### config.mk
export PLATFORM = sky130hd
export DESIGN_NAME = pipe_ctrl
export DESIGN_NICKNAME = d
export VERILOG_FILES = /design/src/rtl/pipe_ctrl_pkg.sv /design/src/rtl/pipe_hazard_detect.sv /design/src/rtl/pipe_ctrl.sv
export SDC_FILE = /design/constraint.sdc
export NUM_CORES = 1
export LEC_CHECK = 0
export ABC_AREA = 0
export CORE_ASPECT_RATIO = 1.2
export CORE_MARGIN = 8
export CORE_UTILIZATION = 40
export DETAILED_ROUTE_END_ITERATION = 7
export PLACE_DENSITY = 0.8
export SYNTH_ARGS = -nofsm -noshare
export SYNTH_HDL_FRONTEND = slang
export SYNTH_SLANG_ARGS = --single-unit
### constraint.sdc
create_clock -name clk -period 3.3 [get_ports clk]
set_clock_uncertainty 0.05 [all_clocks]
set_input_delay 0.33 -clock clk [delete_from_list [all_inputs] [get_ports clk]]
set_output_delay 0.33 -clock clk [all_outputs]
set_load 0.02 [all_outputs]
### src/rtl/pipe_ctrl_pkg.sv
// Shared definitions for the pipeline sequencing controller: RV32I opcodes,
// FSM state, forwarding encodings and register-use helpers.
package pipe_ctrl_pkg;

  localparam logic [6:0] LOAD   = 7'b0000011;
  localparam logic [6:0] STORE  = 7'b0100011;
  localparam logic [6:0] BRANCH = 7'b1100011;
  localparam logic [6:0] JAL    = 7'b1101111;
  localparam logic [6:0] JALR   = 7'b1100111;
  localparam logic [6:0] LUI    = 7'b0110111;
  localparam logic [6:0] AUIPC  = 7'b0010111;
  localparam logic [6:0] OP     = 7'b0110011;

  typedef enum logic {RUN = 1'b0, MEM_WAIT = 1'b1} state_e;

  localparam logic [1:0] FWD_RF  = 2'b00;
  localparam logic [1:0] FWD_MEM = 2'b01;
  localparam logic [1:0] FWD_WB  = 2'b10;

  // Opcode 0 is the bubble, so it never counts as a writer.
  function automatic logic writes(input logic [6:0] op, input logic [4:0] rd);
    return (op != STORE) && (op != BRANCH) && (op != 7'd0) && (rd != 5'd0);
  endfunction

  function automatic logic uses_rs1(input logic [6:0] op);
    return (op != LUI) && (op != AUIPC) && (op != JAL);
  endfunction

  function automatic logic uses_rs2(input logic [6:0] op);
    return (op == OP) || (op == STORE) || (op == BRANCH);
  endfunction

endpackage

### src/rtl/pipe_hazard_detect.sv
// Combinational RAW hazard / forwarding select. With PIPE_FWD_EN only a
// load in EX stalls decode; otherwise any in-flight writer does.
module pipe_hazard_detect
  import pipe_ctrl_pkg::*;
(
  input  logic [6:0] opcode_id_i,
  input  logic [4:0] rs1_id_i,
  input  logic [4:0] rs2_id_i,
  input  logic [6:0] opcode_ex_i,
  input  logic [4:0] rd_ex_i,
  input  logic [4:0] rs1_ex_i,
  input  logic [4:0] rs2_ex_i,
  input  logic [6:0] opcode_mem_i,
  input  logic [4:0] rd_mem_i,
  input  logic [6:0] opcode_wb_i,
  input  logic [4:0] rd_wb_i,
  output logic       hazard_o,
  output logic [1:0] fwd_a_o,
  output logic [1:0] fwd_b_o
);

  logic use1, use2;
  assign use1 = uses_rs1(opcode_id_i);
  assign use2 = uses_rs2(opcode_id_i);

  function automatic logic id_reads(input logic [6:0] op, input logic [4:0] rd);
    return writes(op, rd) && ((use1 && rd == rs1_id_i) || (use2 && rd == rs2_id_i));
  endfunction

`ifdef PIPE_FWD_EN
  // Loads resolve in MEM, so their data cannot be forwarded from EX_MEM.
  function automatic logic [1:0] fwd_sel(input logic [4:0] rs);
    if (writes(opcode_mem_i, rd_mem_i) && rd_mem_i == rs && opcode_mem_i != LOAD)
      return FWD_MEM;
    else if (writes(opcode_wb_i, rd_wb_i) && rd_wb_i == rs)
      return FWD_WB;
    else
      return FWD_RF;
  endfunction

  assign hazard_o = (opcode_ex_i == LOAD) && id_reads(opcode_ex_i, rd_ex_i);
  assign fwd_a_o  = fwd_sel(rs1_ex_i);
  assign fwd_b_o  = fwd_sel(rs2_ex_i);
`else
  logic unused_fwd;
  assign unused_fwd = ^{rs1_ex_i, rs2_ex_i};
  assign hazard_o   = id_reads(opcode_ex_i, rd_ex_i) || id_reads(opcode_mem_i, rd_mem_i) ||
                      id_reads(opcode_wb_i, rd_wb_i);
  assign fwd_a_o    = FWD_RF;
  assign fwd_b_o    = FWD_RF;
`endif

endmodule

### src/rtl/pipe_ctrl.sv
// 5-stage pipeline sequencer: memory wait FSM with timeout, branch flush,
// hazard stall, stall counter. Optional forwarding via macro PIPE_FWD_EN.
module pipe_ctrl
  import pipe_ctrl_pkg::*;
#(
  parameter int MEM_TIMEOUT = 255,
  parameter int CNT_W       = 16
) (
  input  logic             clk,
  input  logic             rst,
  input  logic [6:0]       opcode_ID,
  input  logic [4:0]       rs1_ID,
  input  logic [4:0]       rs2_ID,
  input  logic [6:0]       opcode_EX,
  input  logic [4:0]       rd_EX,
  input  logic [4:0]       rs1_EX,
  input  logic [4:0]       rs2_EX,
  input  logic             take_branch_EX,
  input  logic [6:0]       opcode_MEM,
  input  logic [4:0]       rd_MEM,
  input  logic [6:0]       opcode_WB,
  input  logic [4:0]       rd_WB,
  input  logic             dmem_ready,
  output logic             dmem_req,
  output logic             pc_en,
  output logic             if_id_en,
  output logic             id_ex_en,
  output logic             ex_mem_en,
  output logic             mem_wb_en,
  output logic             if_id_flush,
  output logic             id_ex_flush,
  output logic             mem_wb_flush,
  output logic [1:0]       fwd_a,
  output logic [1:0]       fwd_b,
  output logic             mem_err,
  output logic [CNT_W-1:0] stall_cnt
);

  localparam int              WAIT_W    = (MEM_TIMEOUT < 2) ? 1 : $clog2(MEM_TIMEOUT + 1);
  localparam logic [WAIT_W-1:0] TIMEOUT_V = WAIT_W'(MEM_TIMEOUT);
  localparam bit              TO_EN     = (MEM_TIMEOUT != 0);

  state_e            state_q, state_d;
  logic [WAIT_W-1:0] wait_q, wait_d;
  logic              mem_err_q, mem_err_d;
  logic [CNT_W-1:0]  stall_q, stall_d;
  logic              hazard, timeout, mem_stall;

  pipe_hazard_detect u_hazard (
    .opcode_id_i (opcode_ID),  .rs1_id_i (rs1_ID), .rs2_id_i (rs2_ID),
    .opcode_ex_i (opcode_EX),  .rd_ex_i  (rd_EX),  .rs1_ex_i (rs1_EX), .rs2_ex_i (rs2_EX),
    .opcode_mem_i(opcode_MEM), .rd_mem_i (rd_MEM),
    .opcode_wb_i (opcode_WB),  .rd_wb_i  (rd_WB),
    .hazard_o    (hazard),     .fwd_a_o  (fwd_a),  .fwd_b_o  (fwd_b)
  );

  assign dmem_req  = ((opcode_MEM == LOAD) || (opcode_MEM == STORE)) && !mem_err_q;
  assign timeout   = TO_EN && (state_q == MEM_WAIT) && dmem_req && !dmem_ready &&
                     (wait_q == TIMEOUT_V);
  assign mem_stall = dmem_req && !dmem_ready && !timeout;
  assign mem_err   = mem_err_q;
  assign stall_cnt = stall_q;

  always_ff @(posedge clk or negedge rst) begin
    if (!rst) state_q <= RUN;
    else      state_q <= state_d;
  end

  always_comb begin
    state_d = state_q;
    case (state_q)
      RUN:      if (mem_stall)  state_d = MEM_WAIT;
      MEM_WAIT: if (!mem_stall) state_d = RUN;
      default:                  state_d = RUN;
    endcase
  end

  // Once memory completes (or times out) the held EX/ID pair is re-evaluated,
  // so a branch or hazard that waited behind the memory stall still applies.
  always_comb begin
    {pc_en, if_id_en, id_ex_en, ex_mem_en, mem_wb_en} = '1;
    {if_id_flush, id_ex_flush, mem_wb_flush}          = '0;
    if (mem_stall) begin
      {pc_en, if_id_en, id_ex_en, ex_mem_en} = '0;
      mem_wb_flush = 1'b1;
    end else begin
      mem_wb_flush = timeout;
      if (take_branch_EX) begin
        if_id_flush = 1'b1;
        id_ex_flush = 1'b1;
      end else if (hazard) begin
        pc_en       = 1'b0;
        if_id_en    = 1'b0;
        id_ex_flush = 1'b1;
      end
    end
  end

  always_comb begin
    wait_d    = (mem_stall && TO_EN) ? wait_q + 1'b1 : '0;
    mem_err_d = mem_err_q | timeout;
    stall_d   = (!pc_en && stall_q != '1) ? stall_q + 1'b1 : stall_q;
  end

  always_ff @(posedge clk or negedge rst) begin
    if (!rst) begin
      wait_q    <= '0;
      mem_err_q <= 1'b0;
      stall_q   <= '0;
    end else begin
      wait_q    <= wait_d;
      mem_err_q <= mem_err_d;
      stall_q   <= stall_d;
    end
  end

endmodule
==> run metrics <==
number of synthesis warnings 0; dominant delay contributor by cell family on the critical path simple AND/OR/NAND/NOR gates; Worst Setup SP opcode_ID[6]; internal power consumption 0.0005954 W; I/O pin count 97; Post-DP HPWL 4470 um; buffers inserted by post-CTS timing repair 0; Clock Power Share 24.5%; PwrDens 286.8 nW/um^2; Switching Fraction 28.39%; Flop pwr share 43.4%; CP Capture Type output port; global-route wire length before repair 9280 um; setup repair after global routing missed its margin no; maximum level of the CTS H-tree 1; total wire length after detailed routing 5528 um; Synth Area in Simple Gates 21.18%; Max VDD drop 0.3519 mV; Max-cap violations 0; number of library cell types mapped by synthesis 37; CTS resizes 4; Finished Layout Cells 349; adder and majority cell fraction of the synthesized area 1.300%; fraction of final layout cells sized beyond drive strength 1 13.06%; overall die height 92.01 um; Via-to-Cell Ratio 5.138; number of fill cells 411; worst path bufs/invs 2; critical path's slowest cell sky130_fd_sc_hd__or4_1; overall via count from detail_route 1793; DIE WIDTH 79.34 um; highest achievable clock rate 0.3238 GHz; critical-path cell list clkdlybuf4s50_1, and2_1, or4_4, or4_1, a21oi_2, nor3_1, a21oi_1, dlygate4sd2_1; total gr overflow 0; first-iteration detailed-routing DRC count 48; Final TNS setup 0 ps; clock tree from TritonCTS done; startpoint of the most critical register-to-register path wait_q[0]; antenna violations before repair 0; switching power summed over all nets 0.0002360 W; XOR/XNOR Fraction of Synth Area 22.74%; class of the tightest hold or removal check in -> async; critical path startpoint category primary input; number of buffers inserted during clock tree synthesis 3; post-route worst setup slack 212.1 ps; Core ar. 4628 um^2; Syn Std Cell Area 1926 um^2; worst-case hold slack 361.5 ps; root buffer cell sky130_fd_sc_hd__clkbuf_8; register bit count reported by yosys 26; DP Worst Slack -283.3 ps; clock latency at the later pin of the worst-skew pair 270 ps; clock net sink count 26; fraction of the yosys area taken by sequential cells 33.79%; Routed wire per std cell 15.84 um; Period minus WS final 3088 ps; combinational power share 32.1%; largest area contributor in the netlist sky130_fd_sc_hd__dfrtp_1; Overall Global Routing Usage 15.39%; NumNets Final 361; setup violation total in the final timing report 0; part of the cycle the worst path needs 93.57%; starting density of the core 41.61%; run status completed; EDFF count, synth 0; 1st-pass router iterations 4; Longest Clk Path Bufs 2; full die area 7299 um^2; number of hold violations in the final report 0; antenna diode count 0; number of antenna-violating nets in the routed design 0; required time at the worst-slack endpoint 2920 ps; reg-to-reg slack, setup 1000 ps; count of hold-fix buffers inserted at cts 0; synthesized netlist cell count 200; main combinational cell family by area after synthesis XOR/XNOR gates; critical path class in -> out; syn_area_per_cell 9.628 um^2; data arrival time of the critical path 2710 ps; top cells by area, synth sky130_fd_sc_hd__dfrtp_1 (34%), sky130_fd_sc_hd__xnor2_1 (15%), sky130_fd_sc_hd__xor2_1 (7.3%), sky130_fd_sc_hd__and3_1 (5.8%), sky130_fd_sc_hd__o211ai_2 (5.8%); Critical Path Max Stage Delay 500 ps; gp weighted congestion 0.8299; pin count of the biggest net entering global routing 27; area share of the largest cell type after synthesis 33.79%; # DRC 0; Main synth FF type sky130_fd_sc_hd__dfrtp_1; fin. max-slew vios 0; static leakage 1.195 nW; number of placed instances with taps included 345; async set or reset register ratio after synthesis 100.0%; share of synthesized area spent on multiplexers 1.365%; growth of design area from synthesis to finish 50.55%; input/output buffers 81; clock transition time at the flip-flop clock pins of the worst setup and hold paths 90 ps; share of the synthesized area in compound gates (AO/OA/AOI/OAI) 13.91%; number of cell rows 27; via count of the first global-routing pass 1907; post-route core utilization 62.64%; largest fanout of any net on the critical path 2
[kinds of logic (layout without fill, tap and decap cells)]
logic type / count (synthesis) / after routing
muxes: 2 / 2
adders and majority gates: 2 / 2
other: 2 / 5
xor gates and xnor gates: 50 / 50
buffers and inverters: 17 / 105
DFF: 26 / 26
and+or+nand+nor: 73 / 73
AOI/OAI and AO/OA: 28 / 28
[path summary, 6_finish.rpt]
path	to	cells past startpoint
worst max-delay path	id_ex_flush	8
worst min-delay path	stall_cnt[13]	2
worst max register to register	stall_cnt[12]	9
worst min register to register	wait_q[0]	1
max in group asynchronous	wait_q[6]	2
min in group clk	wait_q[0]	1
[registers in the layout, indices dropped and copies added (netlist names)]
signal,count
mem_err,1
stall_cnt,16
state_q,1
wait_q,8
[through the flow]
| step | total power (W) | area (um^2) |
|---|---|---|
| floorplan | 0.0004795 | 1937 |
| global placement | 0.0006315 | 2853 |
| detailed placement | 0.0006358 | 2853 |
| CTS | 0.0008407 | 2905 |
| global route | 0.0008743 | 2899 |
| finish | 0.0008314 | 2899 |
[per-layer routing]
metal,vias up,track usage (%),part of all wire (%)
li1,877,-,-
met1,845,20.03,45
met2,66,24.71,47
met3,5,3.516,7.3
met4,0,4.180,1.0
met5,-,0,0
[layout by cell type, fill, tap and decap left out, types with 2 or more instances in the layout]
| cell | count |
|---|---|
| sky130_fd_sc_hd__a2111oi_1 | 2 |
| sky130_fd_sc_hd__a21oi_1 | 3 |
| sky130_fd_sc_hd__and2_1 | 3 |
| sky130_fd_sc_hd__and3_1 | 18 |
| sky130_fd_sc_hd__buf_4 | 16 |
| sky130_fd_sc_hd__clkbuf_2 | 2 |
| sky130_fd_sc_hd__clkbuf_8 | 4 |
| sky130_fd_sc_hd__clkdlybuf4s50_1 | 78 |
| sky130_fd_sc_hd__conb_1 | 5 |
| sky130_fd_sc_hd__dfrtp_1 | 26 |
| sky130_fd_sc_hd__ha_1 | 2 |
| sky130_fd_sc_hd__inv_1 | 4 |
| sky130_fd_sc_hd__nand2_1 | 3 |
| sky130_fd_sc_hd__nand2b_1 | 4 |
| sky130_fd_sc_hd__nand3_1 | 13 |
| sky130_fd_sc_hd__nor2_1 | 13 |
| sky130_fd_sc_hd__nor3_1 | 5 |
| sky130_fd_sc_hd__nor4_1 | 5 |
| sky130_fd_sc_hd__o211ai_1 | 3 |
| sky130_fd_sc_hd__o211ai_2 | 9 |
| sky130_fd_sc_hd__o21a_1 | 2 |
| sky130_fd_sc_hd__o21ai_0 | 2 |
| sky130_fd_sc_hd__or4_1 | 5 |
| sky130_fd_sc_hd__xnor2_1 | 34 |
| sky130_fd_sc_hd__xor2_1 | 16 |
[final cells by class]
type                            instances  area [um^2]  area share [%]
Multi-Input combinational cell        160         1186           40.92
Timing Repair Buffer                   97        919.6           31.72
Sequential cell                        26        650.6           22.44
Tap cell                               58        72.57           2.503
Clock buffer                            4        55.05           1.899
Inverter                                4        15.01          0.5179
[synthesized netlist by cell type (5+ instances only)]
master and instances:
sky130_fd_sc_hd__buf_4 7, sky130_fd_sc_hd__and3_1 18, sky130_fd_sc_hd__dfrtp_1 26, sky130_fd_sc_hd__or4_1 5, sky130_fd_sc_hd__nor4_1 5, sky130_fd_sc_hd__nor2_1 13
sky130_fd_sc_hd__nor3_1 5, sky130_fd_sc_hd__xnor2_1 34, sky130_fd_sc_hd__xor2_1 16, sky130_fd_sc_hd__nand3_1 13, sky130_fd_sc_hd__o211ai_2 9
[power groups by stage]
stage / combinational (W) / clock (W) / sequential [W]
4_1_cts: 0.000270 / 0.000210 / 0.000360
2_1_floorplan: 0.0000920 / 0 / 0.000387
6_report: 0.000267 / 0.000204 / 0.000360
3_3_place_gp: 0.000265 / 0 / 0.000366
3_5_place_dp: 0.000270 / 0 / 0.000366
5_1_grt: 0.000288 / 0.000220 / 0.000366
No activity file was read; power rests on OpenSTA's default activity.
